## config.mk

```make
export PLATFORM = sky130hd
export DESIGN_NAME = module_suma_bcd_seq
export DESIGN_NICKNAME = d
export VERILOG_FILES = /design/src/rtl/suma_pkg.sv /design/src/rtl/bcd_digit_add.sv /design/src/rtl/module_suma_bcd_seq.sv
export SDC_FILE = /design/constraint.sdc
export NUM_CORES = 1
export LEC_CHECK = 0
export BUFFER_PORTS_ARGS = -buffer_cell sky130_fd_sc_hd__buf_4
export CAP_MARGIN = 10
export CELL_PAD_IN_SITES_DETAIL_PLACEMENT = 1
export CELL_PAD_IN_SITES_GLOBAL_PLACEMENT = 1
export CORE_ASPECT_RATIO = 0.8
export CORE_MARGIN = 3
export CORE_UTILIZATION = 46
export CTS_BUF_LIST = sky130_fd_sc_hd__clkbuf_4
export CTS_CLUSTER_DIAMETER = 50
export DETAILED_ROUTE_END_ITERATION = 10
export GPL_TIMING_DRIVEN = 0
export PLACE_DENSITY = 0.83
export SYNTH_ARGS = -nofsm -noshare
export SYNTH_HDL_FRONTEND = slang
export SYNTH_SLANG_ARGS = --single-unit
```

## constraint.sdc

```tcl
create_clock -name clk -period 4.9 [get_ports clk]
set_input_delay 0.245 -clock clk [delete_from_list [all_inputs] [get_ports clk]]
set_output_delay 0.245 -clock clk [all_outputs]
set_load 0.02 [all_outputs]
```

## src/rtl/suma_pkg.sv

```systemverilog
// Shared definitions for the digit-serial BCD adder/subtractor.
//   state_t   : controller states
//   DIGIT_W   : width of one packed BCD digit
//   BCD_MAX   : largest legal BCD digit value
//   bcd_valid : returns 1 when a nibble holds a legal BCD digit
package suma_pkg;

    typedef enum logic [1:0] {
        IDLE,
        ADD,
        NEGATE,
        DONE
    } state_t;

    localparam int DIGIT_W = 4;
    localparam logic [DIGIT_W-1:0] BCD_MAX = 4'd9;

    function automatic logic bcd_valid(input logic [DIGIT_W-1:0] nibble);
        return (nibble <= BCD_MAX);
    endfunction

endpackage

```

## src/rtl/bcd_digit_add.sv

```systemverilog
// Single-digit BCD adder with decimal correction.
//   x, y : input digits (each 0..9 in normal use)
//   cin  : incoming decimal carry
//   sum  : corrected result digit (0..9)
//   cout : outgoing decimal carry
module bcd_digit_add
    import suma_pkg::*;
(
    input  logic [DIGIT_W-1:0] x,
    input  logic [DIGIT_W-1:0] y,
    input  logic               cin,
    output logic [DIGIT_W-1:0] sum,
    output logic               cout
);

    localparam logic [DIGIT_W:0] TEN = (DIGIT_W+1)'(10);

    logic [DIGIT_W:0] raw;
    logic [DIGIT_W:0] corrected;

    // Binary sum is at most 9+9+1 = 19, so a single subtract-10 always
    // brings it back into the 0..9 range.
    always_comb begin
        raw       = {1'b0, x} + {1'b0, y} + {{DIGIT_W{1'b0}}, cin};
        corrected = raw;
        cout      = 1'b0;
        if (raw > {1'b0, BCD_MAX}) begin
            corrected = raw - TEN;
            cout      = 1'b1;
        end
        sum = corrected[DIGIT_W-1:0];
    end

endmodule

```

## src/rtl/module_suma_bcd_seq.sv

```systemverilog
// Digit-serial BCD adder/subtractor, least significant digit first.
//   clk, rst : clock and asynchronous active-high reset
//   start    : request, only honoured while idle
//   sub      : 0 = a+b, 1 = a-b (captured with start)
//   a, b     : packed BCD operands, digit 0 in bits [3:0]
//   s        : packed BCD result, N_DIGITS+1 digits (magnitude when neg=1)
//   neg      : subtract result was negative
//   err      : an operand nibble was not a legal BCD digit
//   busy     : controller is not idle
//   done     : one-cycle completion pulse
module module_suma_bcd_seq
    import suma_pkg::*;
#(
    parameter int N_DIGITS = 3
) (
    input  logic                            clk,
    input  logic                            rst,
    input  logic                            start,
    input  logic                            sub,
    input  logic [DIGIT_W*N_DIGITS-1:0]     a,
    input  logic [DIGIT_W*N_DIGITS-1:0]     b,
    output logic [DIGIT_W*(N_DIGITS+1)-1:0] s,
    output logic                            neg,
    output logic                            err,
    output logic                            busy,
    output logic                            done
);

    localparam int IDX_W = $clog2(N_DIGITS + 1);
    localparam logic [IDX_W-1:0] LAST_IDX = IDX_W'(N_DIGITS - 1);

    state_t state;
    state_t next_state;

    logic [DIGIT_W*N_DIGITS-1:0] a_q;
    logic [DIGIT_W*N_DIGITS-1:0] b_q;
    logic                        sub_q;
    logic                        carry_q;
    logic [IDX_W-1:0]            idx_q;

    logic [DIGIT_W-1:0] a_dig;
    logic [DIGIT_W-1:0] b_dig;
    logic [DIGIT_W-1:0] s_dig;
    logic [DIGIT_W-1:0] op_x;
    logic [DIGIT_W-1:0] op_y;
    logic [DIGIT_W-1:0] dig_sum;
    logic               dig_cout;
    logic               inputs_ok;
    logic               last_digit;

    assign a_dig      = a_q[int'(idx_q)*DIGIT_W +: DIGIT_W];
    assign b_dig      = b_q[int'(idx_q)*DIGIT_W +: DIGIT_W];
    assign s_dig      = s[int'(idx_q)*DIGIT_W +: DIGIT_W];
    assign last_digit = (idx_q == LAST_IDX);
    assign busy       = (state != IDLE);

    // Operands are screened on the raw inputs so a bad request can go
    // straight to DONE without spending any digit cycles.
    always_comb begin
        inputs_ok = 1'b1;
        for (int i = 0; i < N_DIGITS; i++) begin
            if (!bcd_valid(a[i*DIGIT_W +: DIGIT_W]) ||
                !bcd_valid(b[i*DIGIT_W +: DIGIT_W])) begin
                inputs_ok = 1'b0;
            end
        end
    end

    // One digit adder serves both passes. ADD feeds a + b (or a + 9's
    // complement of b); NEGATE feeds the 9's complement of the partial
    // result plus the running carry, which forms its ten's complement.
    always_comb begin
        op_x = a_dig;
        op_y = sub_q ? (BCD_MAX - b_dig) : b_dig;
        if (state == NEGATE) begin
            op_x = BCD_MAX - s_dig;
            op_y = '0;
        end
    end

    bcd_digit_add u_digit_add (
        .x    (op_x),
        .y    (op_y),
        .cin  (carry_q),
        .sum  (dig_sum),
        .cout (dig_cout)
    );

    always_ff @(posedge clk or posedge rst) begin
        if (rst) begin
            state <= IDLE;
        end else begin
            state <= next_state;
        end
    end

    // DONE holds for two cycles: the first raises the registered done
    // pulse, the second (with done high) releases back to IDLE.
    always_comb begin
        next_state = state;
        case (state)
            IDLE: begin
                if (start) begin
                    next_state = inputs_ok ? ADD : DONE;
                end
            end
            ADD: begin
                if (last_digit) begin
                    next_state = (sub_q && !dig_cout) ? NEGATE : DONE;
                end
            end
            NEGATE: begin
                if (last_digit) begin
                    next_state = DONE;
                end
            end
            DONE: begin
                if (done) begin
                    next_state = IDLE;
                end
            end
            default: next_state = IDLE;
        endcase
    end

    // A subtract with no carry out of the top digit means a < b; the
    // stored digits are then the ten's complement of the magnitude and
    // a second pass over s recovers it.
    always_ff @(posedge clk or posedge rst) begin
        if (rst) begin
            a_q     <= '0;
            b_q     <= '0;
            sub_q   <= 1'b0;
            carry_q <= 1'b0;
            idx_q   <= '0;
            s       <= '0;
            neg     <= 1'b0;
            err     <= 1'b0;
            done    <= 1'b0;
        end else begin
            done <= (state == DONE) && !done;
            case (state)
                IDLE: begin
                    if (start) begin
                        a_q     <= a;
                        b_q     <= b;
                        sub_q   <= sub;
                        carry_q <= sub;
                        idx_q   <= '0;
                        s       <= '0;
                        neg     <= 1'b0;
                        err     <= !inputs_ok;
                    end
                end
                ADD: begin
                    s[int'(idx_q)*DIGIT_W +: DIGIT_W] <= dig_sum;
                    carry_q <= dig_cout;
                    idx_q   <= idx_q + 1'b1;
                    if (last_digit) begin
                        idx_q <= '0;
                        if (!sub_q) begin
                            s[N_DIGITS*DIGIT_W +: DIGIT_W] <= {{(DIGIT_W-1){1'b0}}, dig_cout};
                        end else if (dig_cout) begin
                            s[N_DIGITS*DIGIT_W +: DIGIT_W] <= '0;
                        end else begin
                            carry_q <= 1'b1;
                        end
                    end
                end
                NEGATE: begin
                    s[int'(idx_q)*DIGIT_W +: DIGIT_W] <= dig_sum;
                    carry_q <= dig_cout;
                    idx_q   <= idx_q + 1'b1;
                    if (last_digit) begin
                        idx_q <= '0;
                        s[N_DIGITS*DIGIT_W +: DIGIT_W] <= '0;
                        neg   <= 1'b1;
                    end
                end
                default: begin
                end
            endcase
        end
    end

endmodule

```

==> run metrics, run 1 <==
first-pass GRT wire length=around 14000 um; clk_lat worst skew=between 0.3 and 0.4 ns; worst reg2reg startpoint=idx_q[1]$_DFFE_PP0P_; DR DRC count=0; GRT Overall Usage=approximately 23%; hold path cells=2; Initial Util=between 40% and 50%; Worst Hold Class=input port to flop; status=completed; final hold viol count=0; number of nets still failing antenna checks after routing=0; Setup crit start=idx_q[1]$_DFFE_PP0P_; CORE AREA=a little over 6000 um2; root buffer cell=clkbuf_4; Worst Path Class, Setup=flop to flop; CP Data Required Time=~5.2 ns; Setup crit start kind=flop; clk sinks=a little under 50; Die X=96.8 um; Seq/Total Area, Yosys=between 40% and 50%; Netlist cell types=between 50 and 60; Via density=5.84; post-DP HPWL=about 6700 um; Hold Path End=b_q[8]$_DFFE_PP0P_; CP Capture Type=flop; fin crit period=between 4 and 5 ns; CTS buffer count=5; CTS Buffer Depth=2; share of cells above drive strength 1=a little under a third; Reg2Reg Depth=14; Data arrival, critical path=approximately 4.6 ns; routed wire length=~8400 um; nets=~390; final setup TNS=0 ns; synthesis-to-finish area growth=18.2%; clock slew at reported path FFs=0.18 ns; #FFs+latches synth=just under 50; Synth Flop Type=dfrtp_1; # IOs=48; Port Buffers=47; WL per Instance=19.9 um; Setup violations, final=0; mean area per synthesized cell=between 10 and 15 um2; Final Max Tran Viols=0; Slew @ Worst Pin=~0.64 ns; initial antenna violation count=0; met2 WL=between 3000 and 4000 um; hold_ws=roughly 0.070 ns; Placer Congestion=just under 0.9; First DRT Iteration DRCs=between 150 and 200; die area=7610 um2; relative slew slack=56.8%; Fmax=~230 MHz; CTS tree=yes; DR top layer=met4; Final Skew=around 0.025 ns; H-tree levels=2; Warnings, synthesis=0; fill count=700; met3 WL=~400 um; overflow left after global routing=0; Site Rows=25; DIE HEIGHT=about 79 um; RSZ-0062 raised after global routing=false; ant diodes=0; largest net degree at the start of global routing=38; met1 WL=between 4000 and 5000 um; via count=2472; ys async rst share=100%; hold_sp=b[8]; FF-to-FF End=s[12]$_DFFE_PP0P_; Syn Nets=about 330; EDFF count, synth=0; Synth Cell Area=between 3000 and 4000 um2; Pre-antenna DRT Iters=4; final cycle utilization of the critical path=between 80% and 90%; Syn Inst Count=about 290; Crit Path Max Fanout=10; Max Cap Viol=0; reg-to-reg slack, setup=~0.64 ns; number of global-route vias before repair=2570
-- cell usage after synthesis (2+ instances only) --
master	instances	area (um2)
mux2_2	28	315
a21oi_1	7	35.0
nor2_1	19	71.3
nor3_1	3	15.0
a211oi_1	2	15.0
a31oi_1	2	12.5
mux4_2	4	90.1
dfrtp_1	49	1230
o21a_1	2	15.0
inv_1	19	71.3
a31oi_4	2	42.5
o31ai_1	7	52.6
a221oi_1	2	17.5
ha_1	18	225
xor2_1	2	17.5
nand2_1	22	82.6
clkbuf_1	5	18.8
and3_1	3	18.8
mux2i_1	8	80.1
nand2b_1	5	31.3
nor4bb_1	2	20.0
a21o_1	4	30.0
a22o_1	3	26.3
xnor2_1	2	17.5
a32o_1	3	30.0
fa_1	2	40.0
o21ai_0	18	90.1
o22ai_1	5	31.3
nand3_1	5	25.0
buf_2	5	25.0
-- sequential cells by signal, summed over array words and instances (netlist names) --
signal   count
a_q         12
b_q         12
done         1
carry_q      1
neg          1
state        2
s           16
sub_q        1
idx_q        2
err          1
-- layer usage --
layer / track usage (%) / up-vias
met5: 0 / -
met4: 5.47 / 0
li1: - / 1156
met1: 33.9 / 1251
met2: 36.4 / 57
met3: 3.64 / 8
-- worst max-delay path: stages (launching register included) --
cell	delay (ns)
dfrtp_1	0.44
buf_2	0.28
buf_2	0.35
mux4_2	0.38
nand2_1	0.08
o21ai_0	0.11
fa_1	0.48
fa_1	0.44
xor2_1	0.37
ha_1	0.22
nand2b_1	0.09
a32oi_2	0.27
a31oi_4	0.16
o41ai_1	0.38
a31o_1	0.15
-- worst max-delay path by stage --
stage | end | slack [ns] | cells past startpoint
final | s[12]$_DFFE_PP0P_ | 0.64 | 14
after floorplan | s[12]$_DFFE_PP0P_ | 1.33 | 14
after CTS | s[12]$_DFFE_PP0P_ | 0.61 | 14
after global routing | s[12]$_DFFE_PP0P_ | 0.38 | 14
after detailed placement | s[12]$_DFFE_PP0P_ | 0.66 | 14
after global placement | s[12]$_DFFE_PP0P_ | 0.79 | 14
-- kinds of logic (layout without fill, tap and decap cells) --
logic type      Yosys count  in the layout  share of synthesized area (%)
compound gates           72             72                           18.0
xor+xnor                  4              4                           1.16
flops                    49             49                           40.4
buf+inv                  31             88                           4.17
fa+ha+maj                20             20                           8.75
simple gates             68             68                           11.0
mux                      41             41                           16.5
-- what timing repair did --
action                    4_1_cts  5_1_grt
resized for setup               0        0
hold buffers                    1        0
hold endpoints to repair       12        0
buffers inserted                0        0
-- cells in the final DEF (no fill, tap or decap), drive strengths merged, types with 5 or more instances in the layout --
| cell type | synthesis | routed |
|---|---|---|
| o21ai | 20 | 20 |
| ha | 18 | 18 |
| mux2i | 8 | 8 |
| clkbuf | 5 | 10 |
| dfrtp | 49 | 49 |
| buf | 6 | 54 |
| nor2 | 19 | 19 |
| o22ai | 6 | 6 |
| nand3 | 5 | 5 |
| nand2 | 23 | 23 |
| nand2b | 5 | 5 |
| mux2 | 29 | 29 |
| inv | 20 | 22 |
| o31ai | 7 | 7 |
| a21oi | 8 | 8 |
-- area by class of cell --
type | count | area, um2 | share of cell area, %
clock inverter | 3 | 28.8 | 0.803
inverter | 20 | 75.1 | 2.10
multi-input combinational | 205 | 1680 | 46.9
sequential | 49 | 1230 | 34.2
buffer | 11 | 51.3 | 1.43
tap | 81 | 101 | 2.83
clock buffer | 5 | 37.5 | 1.05
timing repair buffer | 49 | 383 | 10.7
-- per-stage QoR --
step	worst slack (ns)	utilization [%]	cell area (um2)	instances
floorplan	1.33	-	3030	285
global placement	0.793	56.9	3490	413
detailed placement	0.665	57.2	3510	414
CTS	0.612	58.4	3580	423
global route	0.379	58.4	3580	423
finish	0.639	58.4	3580	423
Power of run 1 is left out: the tool's default activity adds up to more than one toggle a clock period on the data nets, which glitch-free logic cannot reach.
==> run 2: changes to the inputs <==
--- a/config.mk
+++ b/config.mk
@@ -10,7 +10,7 @@
 export CELL_PAD_IN_SITES_DETAIL_PLACEMENT = 1
 export CELL_PAD_IN_SITES_GLOBAL_PLACEMENT = 1
 export CORE_ASPECT_RATIO = 0.8
-export CORE_MARGIN = 3
+export CORE_MARGIN = 1.5
 export CORE_UTILIZATION = 46
 export CTS_BUF_LIST = sky130_fd_sc_hd__clkbuf_4
 export CTS_CLUSTER_DIAMETER = 50
@@ -19,4 +19,5 @@
 export PLACE_DENSITY = 0.83
 export SYNTH_ARGS = -nofsm -noshare
 export SYNTH_HDL_FRONTEND = slang
+export SYNTH_HIERARCHICAL = 1
 export SYNTH_SLANG_ARGS = --single-unit
==> run metrics, run 2 <==
status=completed (unchanged); leading area contributor after synthesis=dfrtp_1 (unchanged); clk_lat worst skew=0.37 ns (was 0.39 ns); Synth top cells by count=dfrtp_1 (49), mux2_2 (30), a21oi_1 (19) (was dfrtp_1 (49), mux2_2 (28), nand2_1 (22)); CTS Buffer Depth=2 (unchanged); Data arrival, critical path=4.63 ns (was 4.58 ns); #FFs+latches synth=49 (unchanged); CP Data Required Time=5.20 ns (was 5.22 ns); Biggest register=s (unchanged); hold path cells=2 (unchanged); hold_sp=a[4] (was b[8]); Port Buffers=47 (unchanged); DR DRC count=0 (unchanged); Worst Path Class, Setup=flop to flop (unchanged); worst reg2reg startpoint=idx_q[0]$_DFFE_PP0P_ (was idx_q[1]$_DFFE_PP0P_); cts hold-fix bufs=1 (unchanged); clk sinks=49 (unchanged); GRT Overall Usage=24.2% (was 23.2%); post-DP HPWL=5900 um (was 6690 um); Final Max Tran Viols=0 (unchanged); Slew @ Worst Pin=0.507 ns (was 0.640 ns); root buffer cell=clkbuf_4 (unchanged); Warnings, synthesis=6 (was 0); dpl cells=385 (was 414); final hold viol count=0 (unchanged); FF-to-FF End=s[14]$_DFFE_PP0P_ (was s[12]$_DFFE_PP0P_); Site Rows=25 (unchanged); fin worst setup slack=0.572 ns (was 0.639 ns); Worst Hold Class=input port to flop (unchanged); H-tree levels=2 (unchanged); top cells by area, synth=dfrtp_1 (42%), mux2_2 (11%), ha_1 (7.2%), a22o_1 (3.9%), a21oi_1 (3.2%) (was dfrtp_1 (40%), mux2_2 (10%), ha_1 (7.4%), o21ai_0 (3.0%), mux4_2 (3.0%)); hold_ws=0.0966 ns (was 0.0700 ns); CTS resizes=0 (unchanged); routed wire length=7550 um (was 8400 um); die area=6890 um2 (was 7610 um2); Setup crit start kind=flop (unchanged); clock slew at reported path FFs=0.15 ns (was 0.18 ns); met1 WL=3440 um (was 4010 um); CP Capture Type=flop (unchanged); final cycle utilization of the critical path=88.3% (was 87.0%); number of nets still failing antenna checks after routing=0 (unchanged); CORE AREA=6040 um2 (was 6130 um2); via count=2282 (was 2472); ant diodes=0 (unchanged); mean area per synthesized cell=11.5 um2 (was 10.6 um2); ys async rst share=100% (unchanged); post-CTS setup buffer count=0 (unchanged); Syn Inst Count=256 (was 285); most frequent cells in the layout=buf_4 (49), dfrtp_1 (49), mux2_2 (30), a21oi_1 (19), ha_1 (17) (was dfrtp_1 (49), buf_4 (48), mux2_2 (28), nand2_1 (22), nor2_1 (19)); Synth Flop Type=dfrtp_1 (unchanged); Initial Util=48.8% (was 49.4%); CTS tree=yes (unchanged); Placer Congestion=0.841 (was 0.869); Via density=5.79 (was 5.84); # IOs=48 (unchanged); Regs by FF count=s x16, a_q x12, b_q x12 (unchanged); Pre-antenna DRT Iters=4 (unchanged); reg-to-reg slack, setup=0.57 ns (was 0.64 ns); Synth top area share=41.6% (was 40.4%); DIE HEIGHT=74.6 um (was 78.6 um); DR top layer=met4 (unchanged); number of global-route vias before repair=2456 (was 2570); First DRT Iteration DRCs=133 (was 188); Seq/Total Area, Yosys=41.6% (was 40.4%); relative slew slack=65.2% (was 56.8%); Final Skew=0.0123 ns (was 0.0247 ns); Syn Nets=303 (was 333); Crit Path Max Fanout=10 (unchanged); met3 WL=286 um (was 402 um); Max Cap Viol=0 (unchanged); fin crit period=4.33 ns (was 4.26 ns); synthesis-to-finish area growth=18.5% (was 18.2%); Reg2Reg Depth=14 (unchanged); final setup TNS=0 ns (unchanged); cell with the most instances after synthesis=dfrtp_1 (unchanged); initial antenna violation count=0 (unchanged); overflow left after global routing=0 (unchanged); nets=359 (was 389); Fmax=231 MHz (was 235 MHz); RSZ-0062 raised after global routing=false (unchanged); Synth Cell Area=2940 um2 (was 3030 um2); worst slack at placement=0.657 ns (was 0.665 ns); Setup violations, final=0 (unchanged); largest net degree at the start of global routing=29 (was 38); EDFF count, synth=0 (unchanged); Layout Cells excl Fill=394 (was 423); first-pass GRT wire length=12500 um (was 13900 um); Hold Path End=a_q[4]$_DFFE_PP0P_ (was b_q[8]$_DFFE_PP0P_); met2 WL=3750 um (was 3900 um); WL per Instance=19.1 um (was 19.9 um); share of cells above drive strength 1=34.2% (was 31.6%); Netlist cell types=48 (was 57); CTS buffer count=5 (unchanged); Die X=92.4 um (was 96.8 um); max reg flops=16 (unchanged)
run 2: cell count changes after synthesis, sizes merged, moves of 4 or more:
cell,change
clkbuf,-4
o22ai,-4
a22o,+10
o21ai,-7
inv,-5
nand2,-10
a21oi,+11
o31ai,-5
nor2,-6
run 2: kinds of logic (layout without fill, tap and decap cells):
logic type | Yosys count | count (layout) | synth area share, %
compound gates | 66 | 66 | 16.4
xor+xnor | 5 | 5 | 1.49
fa+ha+maj | 19 | 19 | 8.58
buf+inv | 24 | 81 | 4.63
flops | 49 | 49 | 41.6
mux | 42 | 42 | 17.2
simple gates | 51 | 51 | 10.0
run 2: area by class of cell:
cell class                      instances  area, um2
Inverter                               15       56.3
Clock inverter                          1       7.51
Tap cell                               81        101
Sequential cell                        49       1230
Multi-Input combinational cell        183       1580
Buffer                                  9       80.1
Clock buffer                            7       52.6
Timing Repair Buffer                   49        383
Fill cell                             677       2550
run 2: how the worst max path moves through the flow:
stage / start / endpoint / slack [ns] / cells after the start
2_1_floorplan: idx_q[0]$_DFFE_PP0P_ / s[13]$_DFFE_PP0P_ / 1.30 / 14
6_report: idx_q[0]$_DFFE_PP0P_ / s[14]$_DFFE_PP0P_ / 0.57 / 14
4_1_cts: idx_q[0]$_DFFE_PP0P_ / s[14]$_DFFE_PP0P_ / 0.62 / 14
5_1_grt: idx_q[0]$_DFFE_PP0P_ / s[14]$_DFFE_PP0P_ / 0.23 / 14
3_3_place_gp: idx_q[0]$_DFFE_PP0P_ / s[14]$_DFFE_PP0P_ / 0.66 / 13
3_5_place_dp: idx_q[0]$_DFFE_PP0P_ / s[14]$_DFFE_PP0P_ / 0.66 / 14
run 2: worst max-delay path: stages, from the launching register on:
cell       delay (ns)
dfrtp_1          0.48
buf_6            0.20
nor2b_1          0.39
o2bb2ai_1        0.19
xnor2_1          0.14
nor2_1           0.08
fa_1             0.46
fa_1             0.42
xnor2_1          0.17
ha_1             0.25
a31o_1           0.23
o31ai_4          0.43
mux2i_1          0.52
nand3_1          0.14
a21oi_1          0.17
run 2: layer usage:
layer,track usage (%),up-vias
li1,-,1054
met1,32.5,1178
met2,42.0,43
met3,4.19,7
met4,4.62,0
met5,0,-
run 2: stage by stage:
| stage | instance area [um2] | util, % |
|---|---|---|
| CTS | 3490 | 57.8 |
| detailed placement | 3420 | 56.6 |
| global placement | 3400 | 56.3 |
| floorplan | 2940 | - |
| global route | 3490 | 57.8 |
| finish | 3490 | 57.8 |
Power of run 2 is left out for the same reason.
